[config.mk]
export PLATFORM = sky130hd
export DESIGN_NAME = inst_fetch_queue_flat
export DESIGN_NICKNAME = d
export VERILOG_FILES = /design/src/rtl/inst_fetch_queue_pkg.sv /design/src/rtl/inst_fetch_queue_if.sv /design/src/rtl/inst_fetch_queue_slot_ram.sv /design/src/rtl/inst_fetch_queue.sv /design/src/flat_wrapper.sv
export SDC_FILE = /design/constraint.sdc
export NUM_CORES = 1
export LEC_CHECK = 0
export BUFFER_PORTS_ARGS = -buffer_cell sky130_fd_sc_hd__buf_4
export CORE_MARGIN = 3
export CORE_UTILIZATION = 50
export CTS_CLUSTER_DIAMETER = 30
export DETAILED_ROUTE_END_ITERATION = 8
export HOLD_SLACK_MARGIN = 0.08
export PLACE_DENSITY_LB_ADDON = 0.1
export SLEW_MARGIN = 30
export SYNTH_ARGS = -nofsm -noshare
export SYNTH_HDL_FRONTEND = slang
export SYNTH_SLANG_ARGS = --single-unit
export TNS_END_PERCENT = 10
[constraint.sdc]
create_clock -name clk -period 8.65 [get_ports clk]
set_input_delay 0.865 -clock clk [delete_from_list [all_inputs] [get_ports clk]]
set_output_delay 0.865 -clock clk [all_outputs]
set_load 0.01 [all_outputs]
[src/rtl/inst_fetch_queue_pkg.sv]
// Shared constants for the instruction fetch queue: bus widths and fetch
// exception codes.
package inst_fetch_queue_pkg;

  localparam int ADDR_W_DEF = 32;
  localparam int DATA_W_DEF = 32;

  typedef logic [4:0] exccode_t;

  localparam exccode_t EXC_INT  = 5'h00;
  localparam exccode_t EXC_TLBL = 5'h02;
  localparam exccode_t EXC_TLBS = 5'h03;
  localparam exccode_t EXC_ADEL = 5'h04;

endpackage

[src/rtl/inst_fetch_queue_if.sv]
// I-side bus between the fetch queue (master) and the cache/bus (slave):
// request/address-accept handshake plus in-order data return.
interface inst_fetch_queue_if #(
  parameter int ADDR_W = 32,
  parameter int DATA_W = 32
);
  logic              inst_req;
  logic [ADDR_W-1:0] inst_addr;
  logic              inst_addr_ok;
  logic              inst_data_ok;
  logic [DATA_W-1:0] inst_rdata;

  modport master (
    output inst_req, inst_addr,
    input  inst_addr_ok, inst_data_ok, inst_rdata
  );

  modport slave (
    input  inst_req, inst_addr,
    output inst_addr_ok, inst_data_ok, inst_rdata
  );
endinterface

[src/rtl/inst_fetch_queue_slot_ram.sv]
// Slot payload storage: one write port for reserve/push, one for response
// fill, asynchronous read at the head slot.
module fq_slot_ram
  import inst_fetch_queue_pkg::*;
#(
  parameter int DEPTH  = 4,
  parameter int ADDR_W = 32,
  parameter int DATA_W = 32,
  localparam int PTR_W = $clog2(DEPTH)
) (
  input  logic              clk,
  input  logic              wr_en,
  input  logic [PTR_W-1:0]  wr_idx,
  input  logic [ADDR_W-1:0] wr_pc,
  input  logic              wr_exc,
  input  exccode_t          wr_exccode,
  input  logic              fill_en,
  input  logic [PTR_W-1:0]  fill_idx,
  input  logic [DATA_W-1:0] fill_inst,
  input  logic [PTR_W-1:0]  rd_idx,
  output logic [ADDR_W-1:0] rd_pc,
  output logic [DATA_W-1:0] rd_inst,
  output logic              rd_exc,
  output exccode_t          rd_exccode
);

  logic [ADDR_W-1:0] pc_mem      [DEPTH];
  logic [DATA_W-1:0] inst_mem    [DEPTH];
  logic              exc_mem     [DEPTH];
  exccode_t          exccode_mem [DEPTH];

  // Reserve and fill never target the same slot (tail is free, fill is reserved).
  always_ff @(posedge clk) begin
    if (wr_en) begin
      pc_mem[wr_idx]      <= wr_pc;
      inst_mem[wr_idx]    <= '0;
      exc_mem[wr_idx]     <= wr_exc;
      exccode_mem[wr_idx] <= wr_exccode;
    end
    if (fill_en) begin
      inst_mem[fill_idx] <= fill_inst;
    end
  end

  assign rd_pc      = pc_mem[rd_idx];
  assign rd_inst    = inst_mem[rd_idx];
  assign rd_exc     = exc_mem[rd_idx];
  assign rd_exccode = exccode_mem[rd_idx];

endmodule

[src/rtl/inst_fetch_queue.sv]
// Fetch queue between PC generation and decode: pipelines up to DEPTH I-side
// requests, pairs in-order responses with PCs, discards responses after flush.
module inst_fetch_queue
  import inst_fetch_queue_pkg::*;
#(
  parameter int DEPTH  = 4,
  parameter int ADDR_W = ADDR_W_DEF,
  parameter int DATA_W = DATA_W_DEF,
  localparam int PTR_W = $clog2(DEPTH),
  localparam int CNT_W = PTR_W + 1
) (
  input  logic                 clk,
  input  logic                 reset,
  input  logic                 flush_i,
  input  logic                 req_valid_i,
  input  logic [ADDR_W-1:0]    req_pc_i,
  input  logic                 req_exc_i,
  input  exccode_t             req_exccode_i,
  output logic                 req_ready_o,
  inst_fetch_queue_if.master   bus,
  output logic                 valid_o,
  output logic [ADDR_W-1:0]    pc_o,
  output logic [DATA_W-1:0]    inst_o,
  output logic                 exc_o,
  output exccode_t             exccode_o,
  input  logic                 ready_i,
  output logic [CNT_W-1:0]     count_o
);

  localparam logic [PTR_W-1:0] PTR_ONE = 1;
  localparam logic [CNT_W-1:0] CNT_ONE = 1;
  localparam logic [CNT_W-1:0] CNT_FULL = CNT_W'(DEPTH);

  logic [PTR_W-1:0] head_q, tail_q, fill_q;
  logic [CNT_W-1:0] count_q, pending_q, discard_q;
  logic [DEPTH-1:0] used_q, filled_q;

  logic             not_full, issue, reserve, push_exc, fill, drop, pop;
  logic [CNT_W:0]   outstanding;
  logic [ADDR_W-1:0] rd_pc;
  logic [DATA_W-1:0] rd_inst;
  logic              rd_exc;
  exccode_t          rd_exccode;

  always_comb begin
    not_full    = count_q < CNT_FULL;
    outstanding = {1'b0, pending_q} + {1'b0, discard_q};
    issue       = req_valid_i & ~req_exc_i & ~flush_i & not_full
                  & (outstanding < (CNT_W+1)'(DEPTH));
    reserve     = issue & bus.inst_addr_ok;
    // Exception entries wait for all bus traffic to drain so order is kept.
    push_exc    = req_valid_i & req_exc_i & ~flush_i & not_full
                  & (pending_q == '0) & (discard_q == '0);
    drop        = bus.inst_data_ok & (discard_q != '0);
    fill        = bus.inst_data_ok & (discard_q == '0) & (pending_q != '0);
    valid_o     = used_q[head_q] & filled_q[head_q];
    pop         = valid_o & ready_i;
  end

  assign bus.inst_req  = issue;
  assign bus.inst_addr = req_pc_i;
  assign req_ready_o   = reserve | push_exc;
  assign count_o       = count_q;

  always_ff @(posedge clk) begin
    if (reset) begin
      head_q    <= '0;
      tail_q    <= '0;
      fill_q    <= '0;
      used_q    <= '0;
      filled_q  <= '0;
      count_q   <= '0;
      pending_q <= '0;
      discard_q <= '0;
    end else if (flush_i) begin
      head_q    <= '0;
      tail_q    <= '0;
      fill_q    <= '0;
      used_q    <= '0;
      filled_q  <= '0;
      count_q   <= '0;
      pending_q <= '0;
      // A response landing in the flush cycle already settles one owed slot.
      discard_q <= discard_q + pending_q
                   - CNT_W'(bus.inst_data_ok && (outstanding != '0));
    end else begin
      if (reserve | push_exc) begin
        used_q[tail_q]   <= 1'b1;
        filled_q[tail_q] <= push_exc;
        tail_q           <= tail_q + PTR_ONE;
      end
      if (fill) begin
        filled_q[fill_q] <= 1'b1;
        fill_q           <= fill_q + PTR_ONE;
      end
      if (pop) begin
        used_q[head_q]   <= 1'b0;
        filled_q[head_q] <= 1'b0;
        head_q           <= head_q + PTR_ONE;
      end
      count_q   <= count_q + CNT_W'(reserve | push_exc) - CNT_W'(pop);
      pending_q <= pending_q + CNT_W'(reserve) - CNT_W'(fill);
      if (drop) begin
        discard_q <= discard_q - CNT_ONE;
      end
    end
  end

  fq_slot_ram #(
    .DEPTH  (DEPTH),
    .ADDR_W (ADDR_W),
    .DATA_W (DATA_W)
  ) u_slot_ram (
    .clk        (clk),
    .wr_en      (reserve | push_exc),
    .wr_idx     (tail_q),
    .wr_pc      (req_pc_i),
    .wr_exc     (push_exc),
    .wr_exccode (push_exc ? req_exccode_i : EXC_INT),
    .fill_en    (fill),
    .fill_idx   (fill_q),
    .fill_inst  (bus.inst_rdata),
    .rd_idx     (head_q),
    .rd_pc      (rd_pc),
    .rd_inst    (rd_inst),
    .rd_exc     (rd_exc),
    .rd_exccode (rd_exccode)
  );

  // Payload is only meaningful under valid_o; keep it at zero otherwise.
  assign pc_o      = valid_o ? rd_pc      : '0;
  assign inst_o    = valid_o ? rd_inst    : '0;
  assign exc_o     = valid_o & rd_exc;
  assign exccode_o = valid_o ? rd_exccode : EXC_INT;

endmodule
[src/flat_wrapper.sv]
// flat-port wrapper written by rule: the top's interface ports become plain ports
module inst_fetch_queue_flat import inst_fetch_queue_pkg::*;
#(
  parameter int DEPTH  = 4,
  parameter int ADDR_W = ADDR_W_DEF,
  parameter int DATA_W = DATA_W_DEF,
  localparam int PTR_W = $clog2(DEPTH),
  localparam int CNT_W = PTR_W + 1
)
  (clk, reset, flush_i, req_valid_i, req_pc_i, req_exc_i, req_exccode_i, req_ready_o, valid_o, pc_o, inst_o, exc_o, exccode_o, ready_i, count_o, bus_inst_req, bus_inst_addr, bus_inst_addr_ok, bus_inst_data_ok, bus_inst_rdata);
  inst_fetch_queue_if #(.ADDR_W(ADDR_W), .DATA_W(DATA_W)) bus_i ();
  input  logic clk;
  input  logic reset;
  input  logic flush_i;
  input  logic req_valid_i;
  input  logic [ADDR_W-1:0] req_pc_i;
  input  logic req_exc_i;
  input  exccode_t req_exccode_i;
  output logic req_ready_o;
  output logic valid_o;
  output logic [ADDR_W-1:0] pc_o;
  output logic [DATA_W-1:0] inst_o;
  output logic exc_o;
  output exccode_t exccode_o;
  input  logic ready_i;
  output logic [CNT_W-1:0] count_o;
  output wire logic [$bits(bus_i.inst_req)-1:0] bus_inst_req;
  output wire logic [$bits(bus_i.inst_addr)-1:0] bus_inst_addr;
  input wire logic [$bits(bus_i.inst_addr_ok)-1:0] bus_inst_addr_ok;
  input wire logic [$bits(bus_i.inst_data_ok)-1:0] bus_inst_data_ok;
  input wire logic [$bits(bus_i.inst_rdata)-1:0] bus_inst_rdata;
  assign bus_inst_req = bus_i.inst_req;
  assign bus_inst_addr = bus_i.inst_addr;
  assign bus_i.inst_addr_ok = bus_inst_addr_ok;
  assign bus_i.inst_data_ok = bus_inst_data_ok;
  assign bus_i.inst_rdata = bus_inst_rdata;
  inst_fetch_queue #(.DEPTH(DEPTH), .ADDR_W(ADDR_W), .DATA_W(DATA_W)) u_core (.clk(clk), .reset(reset), .flush_i(flush_i), .req_valid_i(req_valid_i), .req_pc_i(req_pc_i), .req_exc_i(req_exc_i), .req_exccode_i(req_exccode_i), .req_ready_o(req_ready_o), .bus(bus_i), .valid_o(valid_o), .pc_o(pc_o), .inst_o(inst_o), .exc_o(exc_o), .exccode_o(exccode_o), .ready_i(ready_i), .count_o(count_o));
endmodule
# Word level (Yosys, flattened, before mapping)
# Memory sizes are Yosys's and may differ from the RTL's. A register that Yosys moved wholly into a read port is not among the register bits.
# Index checks and enable logic that the tools add are counted.
# totals
n_memories	4
elab_cells	107
mem_bits_rw	280
register_bits	23
input_bits	77
output_inout_bits	108
# memory_table
name	words	word_bits	read_ports	rd_clocked_by_memory_dff	wr	line_no	source
u_core.u_slot_ram.inst_mem	4	32	1	1	2	inst_fetch_queue_slot_ram.sv:28	logic [DATA_W-1:0] inst_mem [DEPTH];
u_core.u_slot_ram.pc_mem	4	32	1	1	1	inst_fetch_queue_slot_ram.sv:27	logic [ADDR_W-1:0] pc_mem [DEPTH];
u_core.u_slot_ram.exccode_mem	4	5	1	1	1	inst_fetch_queue_slot_ram.sv:30	exccode_t exccode_mem [DEPTH];
u_core.u_slot_ram.exc_mem	4	1	1	1	1	inst_fetch_queue_slot_ram.sv:29	logic exc_mem [DEPTH];
# op_classes
n_addsub	11
order_cmp	8
n_reduce_logical	11
muxes	40
bitwise_logic	25
# ops
cell	n
2-to-1 mux 32 bit	2
2-to-1 mux 4 bit	11
bitwise AND 1 bit	16
2-to-1 mux 2 bit	8
2-to-1 mux 5 bit	2
< comparator 2 x 3 -> 1 bit, second input constant	3
2-to-1 mux 1 bit	9
subtractor 3 x 1 -> 3 bit	3
bitwise AND 4 bit	2
OR 4 bit	2
adder 2 x 1 -> 2 bit, second input constant	3
adder 3 bit	2
demux 1 bit (select 2 bit)	3
>= comparator 2 x 1 -> 1 bit, second input constant	3
logical NOT 3 bit	2
2-to-1 mux 3 bit	2
nonzero test 3 bit	2
adder 3 x 3 -> 4 bit	1
binary-select mux 1 bit (select 2 bit)	2
bitwise mux 4 bit	1
logical AND 1 bit	4
< comparator 4 x 3 -> 1 bit, second input constant	1
inverter 4 bit	1
nonzero test 4 bit	1
7 further kinds	9

# Longest topological paths before layout
# depth
word_depth	16
depth_mapped	14
ltp_nobuf	14

# Hierarchy
# Synthesis repeated with hierarchy kept, for this count alone.
# unflattened
hier_cells	853
area_unflattened_um2	13330.3
# by_module_without_submodules
mod	cells_each	seq_area_each_um2	instances	area_each_um2
fq_slot_ram	559	8408.1	1	10946.7
inst_fetch_queue	294	460.4	1	2383.5

# Worst setup path after synthesis
# No wires, ideal clock.
# synth_path
path_kind	register to register
from	register u_core.discard_q[0]
to	register u_core.count_q[2], in the netlist u_core.count_o[2]
path_buffers	0
setup_ns	0.117
setup_slack_ns	5.582
stages_incl_launch_ff	14
synth_period_minus_slack_ns	3.068
required_ns	8.533
arrival_ns	2.951
cell_sequence	dfxtp_1 ha_1 fa_1 nor4_1 o31a_2 inv_1 ha_1 inv_1 ha_1 inv_1 fa_1 xor2_1 xnor2_1 nor2_1
# synth_via
elab_chain_len	7
word_cells_on_any_way	9
classes_between	3 x add/sub; 1 x order compare; 4 x bitwise; 1 x reduce/logical
# synth_rtl
element	line_no	source
start, declared	inst_fetch_queue.sv:35	logic [CNT_W-1:0] count_q, pending_q, discard_q;
start signal, assigned	inst_fetch_queue.sv:84	discard_q <= discard_q + pending_q
start signal, assigned	inst_fetch_queue.sv:104	discard_q <= discard_q - CNT_ONE;
adder 3 x 3 -> 4 bit	inst_fetch_queue.sv:47	outstanding = {1'b0, pending_q} + {1'b0, discard_q};
< comparator 4 x 3 -> 1 bit	inst_fetch_queue.sv:49	& (outstanding < (CNT_W+1)'(DEPTH));
bitwise AND 1 bit	inst_fetch_queue.sv:49	
bitwise AND 1 bit	inst_fetch_queue.sv:50	reserve = issue & bus.inst_addr_ok;
OR 1 bit *	inst_fetch_queue.sv:101	count_q <= count_q + CNT_W'(reserve | push_exc) - CNT_W'(pop);
adder 3 bit *	inst_fetch_queue.sv:101	
subtractor 3 x 1 -> 3 bit *	inst_fetch_queue.sv:101	
end signal, assigned	inst_fetch_queue.sv:101	
end, declared	inst_fetch_queue.sv:35	
# Mark *: on every way between the ends. The rest lies on a longest branch, timed or not.
# A chain may end at the register's enable or synchronous reset.

==> metrics.md <==
| Metric | Value |
|---|---|
| Status | `complete, no violations` |
| GR Util met1 | `24.33%` |
| Post-Layout Cell Count | `1399` |
| Pleak | `6.475 nW` |
| Final TNS setup | `0 ns` |
| DP Wirelength | `between 15 and 20 mm` |
| Clock Latency Late Sink | `0.54 ns` |
| Setup WS pre-CTS | `5.115 ns` |
| DRC Markers | `0` |
| Iteration-0 DRC Markers | `456` |
| Inst Count DP | `around 1300` |
| Max-cap violation count | `0` |
| Fin crit period | `3.696 ns` |
| Critical path's largest stage delay | `0.71 ns` |
| Routed wire length | `27.71 mm` |
| Area growth syn-to-layout | `27.93%` |
| Row cnt | `between 50 and 60` |
| Max-slew violations | `0` |
| Unrepaired setup endpoints after global routing | `no` |
| Setup crit start kind | `flip-flop` |
| Synth Instances | `825` |
| FF+latch area | `0.008916 mm2` |
| Initial Util | `51.15%` |
| Yosys top cell area share | `62.73%` |
| Largest net degree at the start of global routing | `77` |
| CP Max Fanout | `43` |
| Resized Gates After CTS | `0` |
| WL/cell | `19.80 um` |
| Worst Slack Setup Final | `4.954 ns` |
| Max_slew headroom | `between 20% and 30%` |
| Mapped Area | `0.01340 mm2` |
| CTS clk-pin slew, worst paths | `roughly 0.050 ns` |
| Fraction of final layout cells sized beyond drive strength 1 | `36.47%` |
| Total number of vias | `7401` |
| IO Pins | `185` |
| Most frequent cells in the layout | `280 x edfxtp_1, 190 x buf_4, 131 x and2_1, 71 x nor2b_1, 70 x mux4_2` |
| Cts bufs inserted | `66` |
| Total gr overflow | `0` |
| DIE AREA | `slightly below 0.03 mm2` |
| Clk_skew | `0.01324 ns` |
| Crit Path Class | `reg -> out` |
| Initial antenna violation count | `0` |
| Die X | `169.7 um` |
| Clock Path Buffers | `3` |
| Syn avg cell area | `16.25 um2` |
| Cell taking the most area after synthesis | `edfxtp_1` |
| Post-synthesis sequential area ratio | `approximately two thirds` |
| Gp weighted congestion | `0.7493` |
| CTS tree | `done` |
| Routing usage on met3 | `4.868%` |
| Critical path, cell by cell | `buf_6 > mux4_2 > nor2b_1 > buf_4` |
| IR drop worst, VDD | `0.1695 mV` |
| Syn Nets | `930` |
| Multi-input gate area | `slightly below 0.004 mm2` |
| Vias per Instance | `5.290` |
| Synth cell types | `44` |
| ANT cells | `0` |
| Final instance area | `0.01715 mm2` |
| Worst Hold Class | `reg -> reg` |
| H-tree depth | `3` |
| First-pass DRT Iterations | `5` |
| Least-Margin Pin Slew | `1.037 ns` |
| Commonest non-fill, non-tap cell in the layout | `edfxtp_1` |
| Core area | `between 0.02 and 0.03 mm2` |
| Fmax | `0.2706 GHz` |
| Slowest cell on crit path | `dfxtp_4` |
| #FFs+latches synth | `305` |
| CTS sink count | `305` |
| CTS Hold Bufs | `0` |
| GR peak layer | `met2` |
| Final setup violating endpoints | `0` |
| PwrDens | `252.8 mW/mm2` |
| Worst Setup End Kind | `output pin` |
| First-pass GRT wire length | `43.13 mm` |
| Routed Antenna Nets | `0` |
| Fill count | `1910` |
| Fin crit share | `42.72%` |
| Worst path required time | `7.79 ns` |
| Nets | `1118` |
| DP Area | `0.01486 mm2` |
| Final Hold Violating Endpoints | `0` |
| Post-CTS Setup Bufs | `0` |
| Top post-synthesis cells by area | `edfxtp_1 63%, mux4_2 12%, and2_1 6.1%, dfxtp_1 3.7%, nor2b_1 3.3%` |
| Number of global-route vias before repair | `about 7900` |
| Met2 usage | `between 30% and 40%` |
| Clock Tree Root | `clkbuf_16` |
| Number of synthesis warnings | `0` |
| DIE HEIGHT | `169.7 um` |
| Worst endpoint data arrival time | `2.83 ns` |
| IO buf count | `184` |
| Gr usage total | `19.47%` |
[worst paths after layout]
| kind | slack [ns] | to | cells after the start | from |
|---|---|---|---|---|
| setup / recovery | 4.95 | inst_o[25] | 4 | flip-flop |
| hold / removal | 0.45 | u_core.used_q[0]$_SDFF_PP0_ | 2 | u_core.used_q[0]$_SDFF_PP0_ |
| hold reg to reg | 0.45 | u_core.used_q[0]$_SDFF_PP0_ | 2 | u_core.used_q[0]$_SDFF_PP0_ |
| setup reg to reg | 4.98 | u_core.u_slot_ram.pc_mem[0][25]$_DFFE_PP_ | 6 | u_core.discard_q[0]$_SDFFE_PP0P_ |
[per-layer routing]
metal | up-vias | wire, um
met5 | - | 0
met4 | 0 | 721
met3 | 56 | 1685
met2 | 221 | 13940
met1 | 3699 | 11360
li1 | 3425 | -
[registers in the layout, summed over array words and instances (netlist names), named ones only]
signal	flops
u_core.u_slot_ram.pc_mem	128
u_core.pending_q	3
u_core.filled_q	4
u_core.u_slot_ram.exccode_mem	20
u_core.discard_q	3
u_core.count_o	3
u_core.u_slot_ram.exc_mem	4
u_core.fill_q	2
u_core.u_slot_ram.inst_mem	128
u_core.used_q	4
u_core.head_q	2
u_core.tail_q	2
[worst max-delay path, delay by kind of cell (launching register included)]
family | cells | cell delay (ns)
simple gates | 1 | 0.17
flops | 1 | 0.71
buf+inv | 2 | 0.77
mux | 1 | 0.59
[final cells by class]
cell class / instances / share of cell area [%]
Clock inverter: 45 / 3.174
Inverter: 34 / 0.7588
Clock buffer: 74 / 9.931
Multi-Input combinational cell: 413 / 23.04
Timing Repair Buffer: 193 / 8.661
Tap cell: 335 / 2.444
Sequential cell: 305 / 52.00
[cell usage after synthesis, drive strengths merged]
master / n
nand2b: 2
o31ai: 1
and2: 137
edfxtp: 280
mux2i: 5
nor4: 3
nor3b: 2
o31a: 1
nand4bb: 1
xor2: 2
ha: 24
o311ai: 4
clkbuf: 26
inv: 34
o21ai: 4
or3b: 1
fa: 4
o41a: 1
and3: 4
o41ai: 3
a21oi: 16
and3b: 1
xnor2: 6
nor2: 9
nor3: 3
nand3: 1
a31oi: 1
or2: 1
dfxtp: 25
a311o: 1
or3: 1
mux4: 71
a211oi: 3
buf: 47
nor2b: 71
nand2: 29
[cells by family (layout without fill, tap and decap cells)]
family	Yosys count	in the layout	synth area share, %
AO/OA/AOI/OAI	35	35	1.708
AND/OR/NAND/NOR	266	266	12.06
XOR/XNOR	8	8	0.5228
flip-flops	305	305	66.46
buffers and inverters	107	346	4.107
multiplexers	76	76	12.30
adder cells (fa/ha/maj)	28	28	2.838
[power by group]
| part | internal, mW | switching (mW) |
|---|---|---|
| clock network | 1.74 | 0.774 |
| registers | 1.63 | 0.00992 |
| logic | 0.0831 | 0.0926 |
| total | 3.46 | 0.876 |
[per-stage QoR]
| stage | power [mW] | util [%] | hold slack [ns] |
|---|---|---|---|
| 5_1_grt | 4.471 | 65.43 | 0.4711 |
| 2_1_floorplan | 1.775 | - | 0.4258 |
| 3_3_place_gp | 1.845 | 56.64 | 0.4336 |
| 3_5_place_dp | 1.848 | 56.72 | 0.4409 |
| 4_1_cts | 4.373 | 65.29 | 0.4482 |
| 6_report | 4.334 | 65.43 | 0.4467 |
No activity file was read; power rests on OpenSTA's default activity.
